`src/rtl/ball_ctrl.sv`:
```
// Ball/rally engine for the ping-pong LED game: re-times the game clock and buttons into
// single-cycle pulses, moves a one-hot ball across the LED bar, judges returns and keeps score.
module ball_ctrl #(
  parameter int N_LED       = 16,
  parameter int SCORE_W     = 4,
  parameter int WIN_SCORE   = 9,
  parameter int FLASH_STEPS = 4
) (
  input  logic               clk,
  input  logic               rst_n,
  input  logic               clk_game,
  input  logic               btn_l,
  input  logic               btn_r,
  output logic [N_LED-1:0]   led,
  output logic [SCORE_W-1:0] score_l,
  output logic [SCORE_W-1:0] score_r,
  output logic               ball_dir,
  output logic               game_over
);

  localparam int POS_W = $clog2(N_LED);
  localparam int FC_W  = $clog2(FLASH_STEPS + 1);

  localparam logic [POS_W-1:0]   POS_MAX    = POS_W'(N_LED - 1);
  localparam logic [POS_W-1:0]   POS_MIN    = '0;
  localparam logic [SCORE_W-1:0] WIN        = SCORE_W'(WIN_SCORE);
  localparam logic [FC_W-1:0]    FLASH_LAST = FC_W'(FLASH_STEPS - 1);
  localparam logic [N_LED-1:0]   LED_ONE    = {{(N_LED-1){1'b0}}, 1'b1};

  localparam logic [2:0] SERVE_L = 3'd0;
  localparam logic [2:0] SERVE_R = 3'd1;
  localparam logic [2:0] MOVE    = 3'd2;
  localparam logic [2:0] FLASH   = 3'd3;
  localparam logic [2:0] OVER    = 3'd4;

  // Alternating pattern for the game-over display; odd=0 gives ..0101, odd=1 gives ..1010.
  function automatic logic [N_LED-1:0] alt_pattern(input logic odd);
    logic [N_LED-1:0] p;
    p = '0;
    for (int i = 0; i < N_LED; i++) p[i] = (i[0] == odd);
    return p;
  endfunction

  localparam logic [N_LED-1:0] PAT_A = alt_pattern(1'b0);
  localparam logic [N_LED-1:0] PAT_B = alt_pattern(1'b1);

  logic [1:0] cg_sync, bl_sync, br_sync;
  logic       cg_prev, bl_prev, br_prev;
  logic       step, hit_l, hit_r;

  logic [2:0]       state;
  logic [POS_W-1:0] pos;
  logic [FC_W-1:0]  flash_cnt;
  logic             scored_l;
  logic             over_phase;

  // NOTE: every sequential block uses non-blocking (<=) assignments so all flops sample
  // the same pre-edge values; blocking assignments here would chain the synchroniser stages.
  always_ff @(posedge clk or negedge rst_n) begin
    if (!rst_n) begin
      cg_sync <= '0;
      bl_sync <= '0;
      br_sync <= '0;
      cg_prev <= 1'b0;
      bl_prev <= 1'b0;
      br_prev <= 1'b0;
    end else begin
      cg_sync <= {cg_sync[0], clk_game};
      bl_sync <= {bl_sync[0], btn_l};
      br_sync <= {br_sync[0], btn_r};
      cg_prev <= cg_sync[1];
      bl_prev <= bl_sync[1];
      br_prev <= br_sync[1];
    end
  end

  assign step  = cg_sync[1] & ~cg_prev;
  assign hit_l = bl_sync[1] & ~bl_prev;
  assign hit_r = br_sync[1] & ~br_prev;

  always_ff @(posedge clk or negedge rst_n) begin
    if (!rst_n) begin
      state      <= SERVE_L;
      pos        <= POS_MAX;
      ball_dir   <= 1'b0;
      score_l    <= '0;
      score_r    <= '0;
      flash_cnt  <= '0;
      scored_l   <= 1'b0;
      over_phase <= 1'b0;
    end else begin
      case (state)
        SERVE_L: begin
          pos      <= POS_MAX;
          ball_dir <= 1'b0;
          if (hit_l) state <= MOVE;
        end
        SERVE_R: begin
          pos      <= POS_MIN;
          ball_dir <= 1'b1;
          if (hit_r) state <= MOVE;
        end
        MOVE: begin
          // A return at the end LED takes priority over a step landing in the same cycle.
          if (!ball_dir) begin
            if (hit_r && pos == POS_MIN) begin
              ball_dir <= 1'b1;
            end else if (step) begin
              if (pos == POS_MIN) begin
                if (score_l != WIN) score_l <= score_l + SCORE_W'(1);
                scored_l  <= 1'b1;
                flash_cnt <= '0;
                state     <= FLASH;
              end else begin
                pos <= pos - POS_W'(1);
              end
            end
          end else begin
            if (hit_l && pos == POS_MAX) begin
              ball_dir <= 1'b0;
            end else if (step) begin
              if (pos == POS_MAX) begin
                if (score_r != WIN) score_r <= score_r + SCORE_W'(1);
                scored_l  <= 1'b0;
                flash_cnt <= '0;
                state     <= FLASH;
              end else begin
                pos <= pos + POS_W'(1);
              end
            end
          end
        end
        FLASH: begin
          if (step) begin
            if (flash_cnt == FLASH_LAST) begin
              flash_cnt <= '0;
              if (score_l == WIN || score_r == WIN) begin
                state <= OVER;
              end else if (scored_l) begin
                state    <= SERVE_R;
                pos      <= POS_MIN;
                ball_dir <= 1'b1;
              end else begin
                state    <= SERVE_L;
                pos      <= POS_MAX;
                ball_dir <= 1'b0;
              end
            end else begin
              flash_cnt <= flash_cnt + FC_W'(1);
            end
          end
        end
        OVER: begin
          if (step) over_phase <= ~over_phase;
        end
        default: state <= SERVE_L;
      endcase
    end
  end

  // LED bar is registered from the state of the previous cycle.
  always_ff @(posedge clk or negedge rst_n) begin
    if (!rst_n) begin
      led <= LED_ONE << POS_MAX;
    end else begin
      case (state)
        FLASH:   led <= '1;
        OVER:    led <= over_phase ? PAT_B : PAT_A;
        default: led <= LED_ONE << pos;
      endcase
    end
  end

  assign game_over = (state == OVER);

endmodule

```
`config.mk`:
```
export PLATFORM = sky130hd
export DESIGN_NAME = ball_ctrl
export DESIGN_NICKNAME = d
export VERILOG_FILES = /design/src/rtl/ball_ctrl.sv
export SDC_FILE = /design/constraint.sdc
export NUM_CORES = 1
export LEC_CHECK = 0
export CAP_MARGIN = 25
export CORE_ASPECT_RATIO = 0.7
export CORE_MARGIN = 2
export CORE_UTILIZATION = 60
export CTS_BUF_LIST = sky130_fd_sc_hd__clkbuf_8
export CTS_CLUSTER_SIZE = 30
export DETAILED_ROUTE_END_ITERATION = 7
export PLACE_DENSITY = 0.89
export SLEW_MARGIN = 20
export SYNTH_ARGS = -nofsm -noshare
export SYNTH_HDL_FRONTEND = slang
export SYNTH_SLANG_ARGS = --single-unit
```
`constraint.sdc`:
```
create_clock -name clk -period 5.72 [get_ports clk]
set_clock_uncertainty 0.2 [all_clocks]
set_input_delay 1.43 -clock clk [delete_from_list [all_inputs] [get_ports clk]]
set_output_delay 1.43 -clock clk [all_outputs]
set_load 0.02 [all_outputs]
```
# Word-level counts from Yosys, hierarchy flattened
# Index checks and enable logic that the tools add are counted.
# totals
reg_bits	46
out_inout_bits	26
input_bits	5
# classes
eq_ne	25
shift	1
n_mux	53
reduce_logical	16
n_addsub	5
bitwise	11
# op_table
operator	count
3-bit 2-to-1 mux	21
4-bit 2-to-1 mux	11
16-bit one-hot mux with 2 select lines	1
3-bit inequality test (second input constant)	6
6-bit AND reduction	3
16-bit 2-to-1 mux	1
2-bit inequality test (second input constant)	8
4-bit one-hot mux with 4 select lines	1
1-bit by 4-bit << shifter with 16-bit output (first input constant)	1
1-bit 2-to-1 mux	15
3-bit one-hot mux with 5 select lines	1
4-bit by 1-bit adder with 4-bit output (second input constant)	3
4-bit equality test (second input constant)	3
10-bit AND reduction	1
3-bit by 2-bit equality test with 1-bit output (second input constant)	3
9-bit AND reduction	1
4-bit inequality test (second input constant)	2
1-bit inverter	8
7-bit AND reduction	1
3-bit one-hot mux with 2 select lines	1
4-bit logical NOT	1
1-bit one-hot mux with 4 select lines	1
4-bit AND reduction	1
2-bit nonzero test	2
11 further kinds	14

# Depth between registers and ports, before layout
# Gate-level depths: netlist (run 1).
# logic_depth
word_depth	6
mapped_depth	8
ltp_nobuf	7

# Least setup slack after synthesis (run 1)
# No wires, ideal clock.
# synth_timing
path_type	register -> output
from	register state[0]
to	output port game_over
arrival_ns	1.255
setup_slack_ns	2.835
stages_incl_launch_ff	5
path_buffers	2
required_time_ns	4.090
cell_sequence	dfrtp_1 > buf_6 > or3b_2 > clkbuf_1 > inv_1
# synth_via
elab_chain_len	1
# synth_rtl
element	line_no	rtl
start, declared	51	logic [2:0] state;
start signal, assigned	83	state <= SERVE_L;
start signal, assigned	96	if (hit_l) state <= MOVE;
start signal, assigned	101	if (hit_r) state <= MOVE;
3-bit equality test	174	assign game_over = (state == OVER);
end, declared	18	output logic game_over
# No other way between the ends.

# Worst setup path after layout (run 1)
# Same ends and word-level chain as after synthesis.

==> flow_summary.json, run 1 <==
{
  "status": "finished clean",
  "p_total_mw": 1.14,
  "syn_avg_cell_area_um2": 10.9,
  "yosysMostFrequentCell": "dfrtp_1",
  "syn-num-nets": 209,
  "setup_violations": 0,
  "drv_cap": 0,
  "synth_area_leaders": "dfrtp_1 48%, dfstp_2 6.2%, o21ai_0 6.1%",
  "period_minus_slack_ns": 3.86,
  "cts_setup_buffers": 0,
  "dieHeight_um": 53.8,
  "cp.arrival_ns": 2.23,
  "worst_slew_pin_slew_ns": 0.634,
  "dp_hpwl_mm": 2.72,
  "async_flop_share": 1.00,
  "synth-simple-area-share": 0.163,
  "vias": 1499,
  "grt_max_degree": 47,
  "io_buffers": 30,
  "synth_xor_area_frac": 0.0411,
  "ctsResizeCount": 0,
  "intPower_mw": 0.733,
  "fp.dieW_um": 75.2,
  "startpoint_type": "flip-flop",
  "cts_hold_buf": 0,
  "clk_pin_slew_ns": 0.08,
  "htree_levels": 2,
  "syn_area_mm2": 0.00213,
  "track_usage": 0.213,
  "diodes": 0,
  "ys_types": 46,
  "drive_gt1_frac": 0.111,
  "rows": 18,
  "ir_drop_v": 0.000286,
  "synth-seq-area-share": 0.543,
  "clockBufferDepth": 2,
  "synth_top_family_by_area": "simple AND/OR/NAND/NOR gates",
  "synth_compound_area_frac": 0.139,
  "hold_viol_final": 0,
  "syn_to_final_growth_pct": 20.0,
  "leakage_nw": 1.14,
  "clock_sinks": 46,
  "powerDensity_mw_per_mm2": 446,
  "final_max_slew_viol_count": 0,
  "ys_warn_count": 0,
  "cp_data_required_time_ns": 4.09,
  "numCtsBuffers": 5,
  "p_switching_mw": 0.407,
  "grt_pass1_vias": 1331,
  "period_share": 0.674,
  "ys.flop_type": "dfrtp_1",
  "swShare": 0.357,
  "clk_latency_ns": 0.29,
  "cts-root-buf": "clkbuf_8",
  "ys_top_cells_by_count": "41 x dfrtp_1, 26 x o21ai_0, 19 x nand2_1, 12 x nor2_1, 8 x inv_1",
  "grt_pass1_wl_mm": 6.19,
  "path_class": "flip-flop to output pin",
  "synth_adder_area_share": 0.0505,
  "setup_tns_ns": 0,
  "timing.fmax_ghz": 0.259,
  "rsz0062_at_grt": "false",
  "drtAntennaViolNets": 0,
  "seq_power_share": 0.427,
  "relSlewSlack": 0.574,
  "antenna_found_initial": 0,
  "hp-class": "flip-flop to flip-flop",
  "clockPowerShare": 0.198,
  "dieArea_mm2": 0.00405,
  "gp_congestion": 0.860,
  "drt_pass1_iterations": 4,
  "routed_via_density": 5.43,
  "ys_ff_latch": 46,
  "yosys.area.top_type": "dfrtp_1",
  "combinationalPowerShare": 0.375,
  "drt_iter0_markers": 103,
  "netlist_instances": 196,
  "start_util": 0.614,
  "cts_tree": "built",
  "critPathMaxFanout": 17,
  "synth_edf_count": 0,
  "nNetsFinal": 238,
  "top_level_ports": 31,
  "synthMuxAreaShare": 0.0212,
  "routed_wl_mm": 3.70,
  "coreArea_mm2": 0.00347,
  "end_kind": "output pin",
  "yosys.area.top_type_share": 0.482,
  "grt_overflow": 0,
  "wl_per_cell_um": 13.4,
  "route.detailed.drc": 0
}
worst max-delay path: stages, from the launching register on:
cell,delay (ns)
dfrtp_1,0.54
or3b_2,0.60
inv_1,0.15
clkdlybuf4s50_1,0.63
worst paths after layout:
path                       slack (ns)                 start                     end  cells past startpoint
min in group asynchronous        0.83                 rst_n  score_r[3]$_DFFE_PN0P_                      1
max in group asynchronous        3.95                 rst_n      pos[3]$_DFFE_PN1P_                      2
min reg2reg                      0.16  br_sync[0]$_DFF_PN0_    br_sync[1]$_DFF_PN0_                      0
max                              1.86  state[0]$_DFFE_PN0P_               game_over                      3
min                              0.16  br_sync[0]$_DFF_PN0_    br_sync[1]$_DFF_PN0_                      0
max reg2reg                      3.38  state[0]$_DFFE_PN0P_      pos[2]$_DFFE_PN1P_                      4
registers in the layout, summed over array words and instances (netlist names), 2 cells and up:
signal,count
led,16
pos,4
score_l,4
score_r,4
flash_cnt,3
state,3
bl_sync,2
br_sync,2
cg_sync,2
through the flow:
step | utilization | instances | worst slack, ns | area (um^2) | hold slack [ns]
floorplan | - | 196 | 2.83 | 2130 | 0.131
global placement | 0.700 | 267 | 2.24 | 2430 | 0.136
detailed placement | 0.700 | 267 | 2.20 | 2430 | 0.136
CTS | 0.731 | 275 | 1.87 | 2530 | 0.162
global route | 0.737 | 276 | 1.78 | 2550 | 0.168
finish | 0.737 | 276 | 1.86 | 2550 | 0.158
cell usage in the layout (no fill, tap or decap), types with 2 or more instances in the layout:
cell type and count:
o21a_1 2, nand2_1 19, nand3_1 3, xor2_1 6, dfstp_2 5, inv_1 10, nand2b_1 5, a21oi_1 6
dfrtp_1 41, mux2_2 4, clkdlybuf4s50_1 29, nand4_1 4, xnor2_1 4, nor3_1 5, ha_1 7, clkbuf_8 5
nor2b_1 4, nor2_1 12, o21ai_0 26
power by group through the flow:
stage               Sequential, mW  Clock (mW)  Combinational [mW]
global route                 0.503       0.245               0.479
CTS                          0.484       0.233               0.427
global placement             0.488           0               0.412
finish                       0.487       0.226               0.427
detailed placement           0.490           0               0.424
floorplan                    0.495           0               0.296
layout make-up:
class,instances,area [um^2]
Sequential cell,46,1160
Multi-Input combinational cell,133,883
Inverter,8,30.0
Clock inverter,3,37.5
Fill cell,249,913
Timing Repair Buffer,31,315
Clock buffer,5,68.8
Tap cell,50,62.6
cell families after synthesis:
family	after synthesis
adders and majority gates	8
DFF	46
muxes	4
xor gates and xnor gates	10
buffers and inverters	17
and+or+nand+nor	64
AOI/OAI and AO/OA	47
metal layers:
layer,track usage,part of all wire,up-vias
met2,0.307,0.44,43
li1,-,-,741
met1,0.311,0.49,708
met3,0.0506,0.051,7
met4,0.0848,0.012,0
met5,0,0,-
No activity file was read; power rests on OpenSTA's default activity.
==> run 2: changes to the inputs <==
--- a/config.mk
+++ b/config.mk
@@ -8,11 +8,11 @@
 export CAP_MARGIN = 25
 export CORE_ASPECT_RATIO = 0.7
 export CORE_MARGIN = 2
-export CORE_UTILIZATION = 60
+export CORE_UTILIZATION = 50
 export CTS_BUF_LIST = sky130_fd_sc_hd__clkbuf_8
 export CTS_CLUSTER_SIZE = 30
 export DETAILED_ROUTE_END_ITERATION = 7
-export PLACE_DENSITY = 0.89
+export PLACE_DENSITY = 0.79
 export SLEW_MARGIN = 20
 export SYNTH_ARGS = -nofsm -noshare
 export SYNTH_HDL_FRONTEND = slang
==> constraint.sdc (replaced) <==
create_clock -name clk -period 3.5 [get_ports clk]
set_clock_uncertainty 0.2 [all_clocks]
set_input_delay 0.875 -clock clk [delete_from_list [all_inputs] [get_ports clk]]
set_output_delay 0.875 -clock clk [all_outputs]
set_load 0.02 [all_outputs]
==> flow_summary.json, run 2 (synthesized netlist as in run 1, its figures left out) <==
{
  "status": "finished clean",
  "route.detailed.drc": 0,
  "timing.fmax_ghz": 0.310,
  "routed_via_density": 5.33,
  "io_buffers": 30,
  "wl_per_cell_um": 13.2,
  "fp.dieW_um": 82,
  "holdWs_ns": 0.152,
  "powerDensity_mw_per_mm2": 701,
  "diodes": 0,
  "leakage_nw": 1.13,
  "cp.arrival_ns": 2.15,
  "largest_reg_flops": 16,
  "numCtsBuffers": 5,
  "dp_hpwl_mm": 2.75,
  "start_util": 0.533,
  "ir_drop_v": 0.000342,
  "htree_levels": 2,
  "ctsResizeCount": 0,
  "place_inst": 270,
  "cts_hold_buf": 0,
  "relSlewSlack": 0.584,
  "p_total_mw": 1.79,
  "startpoint_type": "flip-flop",
  "grt_pass1_wl_mm": 6.25,
  "syn_to_final_growth_pct": 19.9,
  "coreArea_mm2": 0.00399,
  "top_level_ports": 31,
  "hp-class": "flip-flop to flip-flop",
  "grt_overflow": 0,
  "setup_violations": 0,
  "track_usage": 0.174,
  "cts_tree": "built",
  "rsz0062_at_grt": "false",
  "grt_pass1_vias": 1330,
  "critPathMaxFanout": 12,
  "drt_iter0_markers": 92,
  "timing.critical_path.from": "state[2]$_DFFE_PN0P_",
  "clockBufferDepth": 2,
  "dieHeight_um": 58.6,
  "period_share": 0.921,
  "final_util": 0.639,
  "setup_ws_ns": 0.277,
  "hold_viol_final": 0,
  "final_max_slew_viol_count": 0,
  "vias": 1488,
  "end_kind": "output pin",
  "place_ws_ns": 0.607,
  "drt_pass1_iterations": 4,
  "drive_gt1_frac": 0.119,
  "path_class": "flip-flop to output pin",
  "max_flop_register": "led",
  "clk_pin_slew_ns": 0.08,
  "final_area_mm2": 0.00255,
  "nNetsFinal": 239,
  "final_common_cell": "dfrtp_1",
  "drtAntennaViolNets": 0,
  "setup_tns_ns": 0,
  "r2r-start": "state[0]$_DFFE_PN0P_",
  "final_cells": 279,
  "hold_path.startpoint": "br_sync[0]$_DFF_PN0_",
  "grt_max_degree": 47,
  "rows": 19,
  "placed_area_mm2": 0.00244,
  "cp_data_required_time_ns": 2.42,
  "final_cell_mix": "41 x dfrtp_1, 29 x clkdlybuf4s50_1, 26 x o21ai_0",
  "dieArea_mm2": 0.00481,
  "gp_congestion": 0.852,
  "period_minus_slack_ns": 3.22,
  "clock_sinks": 46,
  "clk_latency_ns": 0.29,
  "worst_slew_pin_slew_ns": 0.619,
  "cts_setup_buffers": 0,
  "antenna_found_initial": 0,
  "routed_wl_mm": 3.69,
  "drv_cap": 0,
  "cts-root-buf": "clkbuf_8"
}
run 2: layout make-up:
type | count | area, um^2
Timing Repair Buffer | 32 | 330
Inverter | 8 | 30.0
Fill cell | 322 | 1440
Sequential cell | 46 | 1160
Tap cell | 52 | 65.1
Clock inverter | 3 | 17.5
Multi-Input combinational cell | 133 | 883
Clock buffer | 5 | 68.8
run 2: worst max-delay path: stages, from the launching register on:
cell and delay [ns]:
dfrtp_1 0.54, or3b_2 0.56, inv_1 0.14, clkdlybuf4s50_1 0.61
run 2: routing by layer:
metal,wire length [um],share of wire,GRT usage,vias to the layer above
met1,1810,0.49,0.253,700
li1,-,-,-,741
met2,1640,0.45,0.264,45
met5,0,0,0,-
met3,215,0.058,0.0414,2
met4,16,0.0043,0.0500,0
run 2: final timing paths:
check	cells after the start	end	slack [ns]
worst max-delay path	3	game_over	0.28
worst min-delay path	0	br_sync[1]$_DFF_PN0_	0.15
worst max register to register	5	pos[2]$_DFFE_PN1P_	1.24
worst min register to register	0	br_sync[1]$_DFF_PN0_	0.15
max in group asynchronous	2	pos[3]$_DFFE_PN1P_	2.19
min in group asynchronous	1	score_l[1]$_DFFE_PN0P_	0.34
run 2: report_power, final:
| group | switching [mW] | internal [mW] |
|---|---|---|
| Clock | 0.165 | 0.138 |
| Sequential | 0.119 | 0.663 |
| Combinational | 0.373 | 0.332 |
==> run 3: changes to the inputs <==
--- a/config.mk
+++ b/config.mk
@@ -10,6 +10,7 @@
 export CORE_MARGIN = 2
 export CORE_UTILIZATION = 50
 export CTS_BUF_LIST = sky130_fd_sc_hd__clkbuf_8
+export CTS_CLUSTER_DIAMETER = 40
 export CTS_CLUSTER_SIZE = 30
 export DETAILED_ROUTE_END_ITERATION = 7
 export PLACE_DENSITY = 0.79
==> results of run 3 <==
No change in the layout: final DEF, timing and power equal those of run 2.
==> variant 1 (settings of run 1) <==
Register the inputs `btn_l` and `btn_r` before use, cleared by the reset. The logic sees them one clock later.
--- a/src/rtl/ball_ctrl.sv
+++ b/src/rtl/ball_ctrl.sv
@@ -33,6 +33,19 @@
   localparam logic [2:0] FLASH   = 3'd3;
   localparam logic [2:0] OVER    = 3'd4;
 
+  logic btn_l_q;
+  logic btn_r_q;
+
+  always_ff @(posedge clk or negedge rst_n) begin
+    if (!rst_n) begin
+      btn_l_q <= '0;
+      btn_r_q <= '0;
+    end else begin
+      btn_l_q <= btn_l;
+      btn_r_q <= btn_r;
+    end
+  end
+
   // Alternating pattern for the game-over display; odd=0 gives ..0101, odd=1 gives ..1010.
   function automatic logic [N_LED-1:0] alt_pattern(input logic odd);
     logic [N_LED-1:0] p;
@@ -66,8 +79,8 @@
       br_prev <= 1'b0;
     end else begin
       cg_sync <= {cg_sync[0], clk_game};
-      bl_sync <= {bl_sync[0], btn_l};
-      br_sync <= {br_sync[0], btn_r};
+      bl_sync <= {bl_sync[0], btn_l_q};
+      br_sync <= {br_sync[0], btn_r_q};
       cg_prev <= cg_sync[1];
       bl_prev <= bl_sync[1];
       br_prev <= br_sync[1];
Function: changed (a bounded check fails within 10 cycles, from zero or initial values and one cycle with rst_n low).
==> variant 1 against run 1 <==
Cell area grew 0.29%; worst setup slack improved by 0.26 ns; total power up 7.6%; synthesized area is 0.71% higher; routed wire length rose by 3.9%; register-to-register slack improved by 0.19 ns; critical path depth grew 1; combinational power up 8.2%; sequential cell count up 2; largest cell class unchanged; core utilization up 0.22 points; sequential share of layout area increased by 1.8 points.
==> variant 1: results (changes against run 1) <==
Seq group=514 uW (+5.5%); post-DR vias/cell=5.54 (+2.0%); VDD IR-drop max=0.355 mV (+24%); Area after DPL=2440 sq um (+0.41%); reg-to-reg endpoint=led[7]$_DFF_PN0_; sequential share of the synthesized area=0.563 (+0.0195); clk slew on worst S/H paths=0.09 ns; layout cell share with drive strength beyond 1=0.124 (+0.0132); outcome=completed; final instance area=2560 sq um (+0.29%); nets=230 (-3.4%); All-Layer GR Usage=0.220 (+0.00714); starting DRC count in detailed routing=171 (+66%); Logic pwr share=0.377 (+0.002); first-pass GRT wire length=6480 um (+4.7%); gpl congestion=0.825 (-4.0%); relative slew slack=0.569 (-0.00454); average wire per standard cell=14.3 um (+7.0%); Leak=0.00115 uW (+1.2%); crit-path max FO=14 (-3); dpl ws=2.47 ns (+0.273 ns); DP Cell Count=260 (-2.6%); fill count=252 (+1.2%); worst reg-to-reg setup slack=3.57 ns (+0.19 ns); dpl hpwl=2740 um (+0.65%); hold_sp=bl_sync[0]$_DFF_PN0_; WHS=0.156 ns (-0.00226 ns); Synth area leaders=dfrtp_1, o21ai_0, dfstp_2; Worst Hold Endpoint=bl_sync[1]$_DFF_PN0_; Mapped Avg Cell Area=11.5 sq um (+6.1%); Critical Path AT=1.97 ns (-0.26 ns); Post-Layout Cell Count=268 (-2.9%); synth cell count leaders=dfrtp_1, o21ai_0, nand2_1; largest net degree at the start of global routing=49 (+4.3%); internal power=787 uW (+7.4%); Yosys cell types=42 (-8.7%); R2R depth=5 (+1); syn nets=199 (-4.8%); vias in the first global route=1332 (+0.075%)
-- variant 1: cell types whose count changed in the layout (fill, tap and decap cells not counted), moves of 3 or more --
cell      change
nand2b_1      -5
inv_1         -4
nand2_1       -4
a21oi_1       -3
and2b_2       +3
nor3_1        -3
-- variant 1: routing by layer --
layer | part of all wire | global-route usage
met1 | 0.48 | 0.338
met2 | 0.45 | 0.313
met3 | 0.056 | 0.0524
met4 | 0.012 | 0.0585
met5 | 0 | 0
-- variant 1: cell families after synthesis --
kind of cell	share of synthesized area
buffers and inverters	0.0403
flip-flops	0.563
multiplexers	0.0257
AO/OA/AOI/OAI	0.131
AND/OR/NAND/NOR	0.149
adder cells (fa/ha/maj)	0.0502
XOR/XNOR	0.0408
-- variant 1: final cells by class --
type,count,share of cell area
flip-flops and latches,48,0.471
multi-input cells,126,0.332
repair buffers,30,0.116
clock buffers,6,0.0322
well taps,50,0.0244
clock inverters,2,0.0151
inverters,6,0.00879
==> variant 2 (config.mk and constraints of run 1) <==
Made on the original files. The parameter `FLASH_STEPS` goes from 4 to 8.
--- a/src/rtl/ball_ctrl.sv
+++ b/src/rtl/ball_ctrl.sv
@@ -4,7 +4,7 @@
   parameter int N_LED       = 16,
   parameter int SCORE_W     = 4,
   parameter int WIN_SCORE   = 9,
-  parameter int FLASH_STEPS = 4
+  parameter int FLASH_STEPS = 8
 ) (
   input  logic               clk,
   input  logic               rst_n,
Behaviour: no difference found for any inputs over 10 cycles, from zero or initial values and one cycle with rst_n low; that may be too few to reach the edited logic, so the function may still have changed.
==> variant 2 against run 1 <==
Synthesized area is 8.2% higher; sequential cell count is 1 higher; worst setup slack gained 0.082 ns; critical path depth is 1 lower; cell area is 6.8% higher; total power up 16%; routed wire length rose by 17%.
==> variant 2: results (changes against run 1) <==
vias in the first global route=1614 (+21%); Critical Path AT=2.14 ns (-0.09 ns); clk pwr=246 uW (+8.8%); crit-path max FO=14 (-3); Yosys cell types=55 (+20%); met2 usage in global routing=0.337 (+0.0304); clk sinks=47 (+2.2%); crit-path max cell delay=0.70 ns (+0.07 ns); relative slew slack=0.604 (+0.0303); sequential share of the synthesized area=0.513 (-0.0302); DP Cell Count=273 (+2.2%); nets=243 (+2.1%); GR Util met3=0.0438 (-0.00673); Area after DPL=2610 sq um (+7.4%); fraction of area in multi-input gates=0.378 (+0.0318); largest net degree at the start of global routing=48 (+2.1%); starting DRC count in detailed routing=122 (+18%); layout cell share with drive strength beyond 1=0.147 (+0.0366); comb_multi_in=136 (+2.3%); # clk buffers=6 (+1); Non-clock inverters=10 (+2); WL final=4340 um (+17%); synth cell count leaders=dfrtp_1, o21ai_0, nand2_1; Leak=0.00120 uW (+5.3%); gpl congestion=0.870 (+1.2%); outcome=completed; Plain + repair buffers=30 (-3.2%); All-Layer GR Usage=0.219 (+0.00645); sequential share of cell area=0.433 (-0.0195); met1 Use GR=0.323 (+0.0128); post-DR vias/cell=5.88 (+8.3%); syn nets=213 (+1.9%)
==> variant 2: cells by family after synthesis <==
| kind of cell | Yosys count | share of synthesized area |
|---|---|---|
| compound gates | 44 | 0.131 |
| xor+xnor | 9 | 0.0342 |
| fa+ha+maj | 8 | 0.0467 |
| buf+inv | 17 | 0.0396 |
| flops | 47 | 0.513 |
| mux | 8 | 0.0435 |
| simple gates | 67 | 0.191 |
==> variant 2: final timing paths <==
kind                            cells after the start                 start                    to  slack, ns
worst max-delay path                                2  state[2]$_DFFE_PN0P_             game_over       1.95
worst min-delay path                                0  bl_sync[0]$_DFF_PN0_  bl_sync[1]$_DFF_PN0_       0.15
worst max register to register                      6  ball_dir$_DFFE_PN0P_    pos[3]$_DFFE_PN1P_       3.50
worst min register to register                      0  bl_sync[0]$_DFF_PN0_  bl_sync[1]$_DFF_PN0_       0.15
max in group asynchronous                           1                 rst_n    pos[0]$_DFFE_PN1P_       4.01
min in group asynchronous                           1                 rst_n      led[1]$_DFF_PN0_       0.92
==> variant 2: through the flow <==
stage,hold WS (ns),power [uW],worst slack (ns),util
after global placement,0.132,1060,2.36,0.724
after detailed placement,0.140,1080,2.30,0.724
final,0.153,1320,1.95,0.757
after floorplan,0.131,905,2.94,-
after global routing,0.158,1420,1.86,0.757
after CTS,0.156,1330,1.97,0.756
==> variant 2: layer usage <==
| metal | vias up | wire, um |
|---|---|---|
| li1 | 791 | - |
| met1 | 789 | 2080 |
| met2 | 66 | 1960 |
| met3 | 7 | 245 |
| met4 | 0 | 48 |
| met5 | - | 0 |
==> variant 2: worst reg2reg max path, stage by stage, from the launching register on <==
cell	delay (ns)
dfrtp_1	0.70
inv_1	0.21
ha_1	0.38
a21oi_1	0.18
a211oi_1	0.09
nand3b_1	0.15
mux2_4	0.25
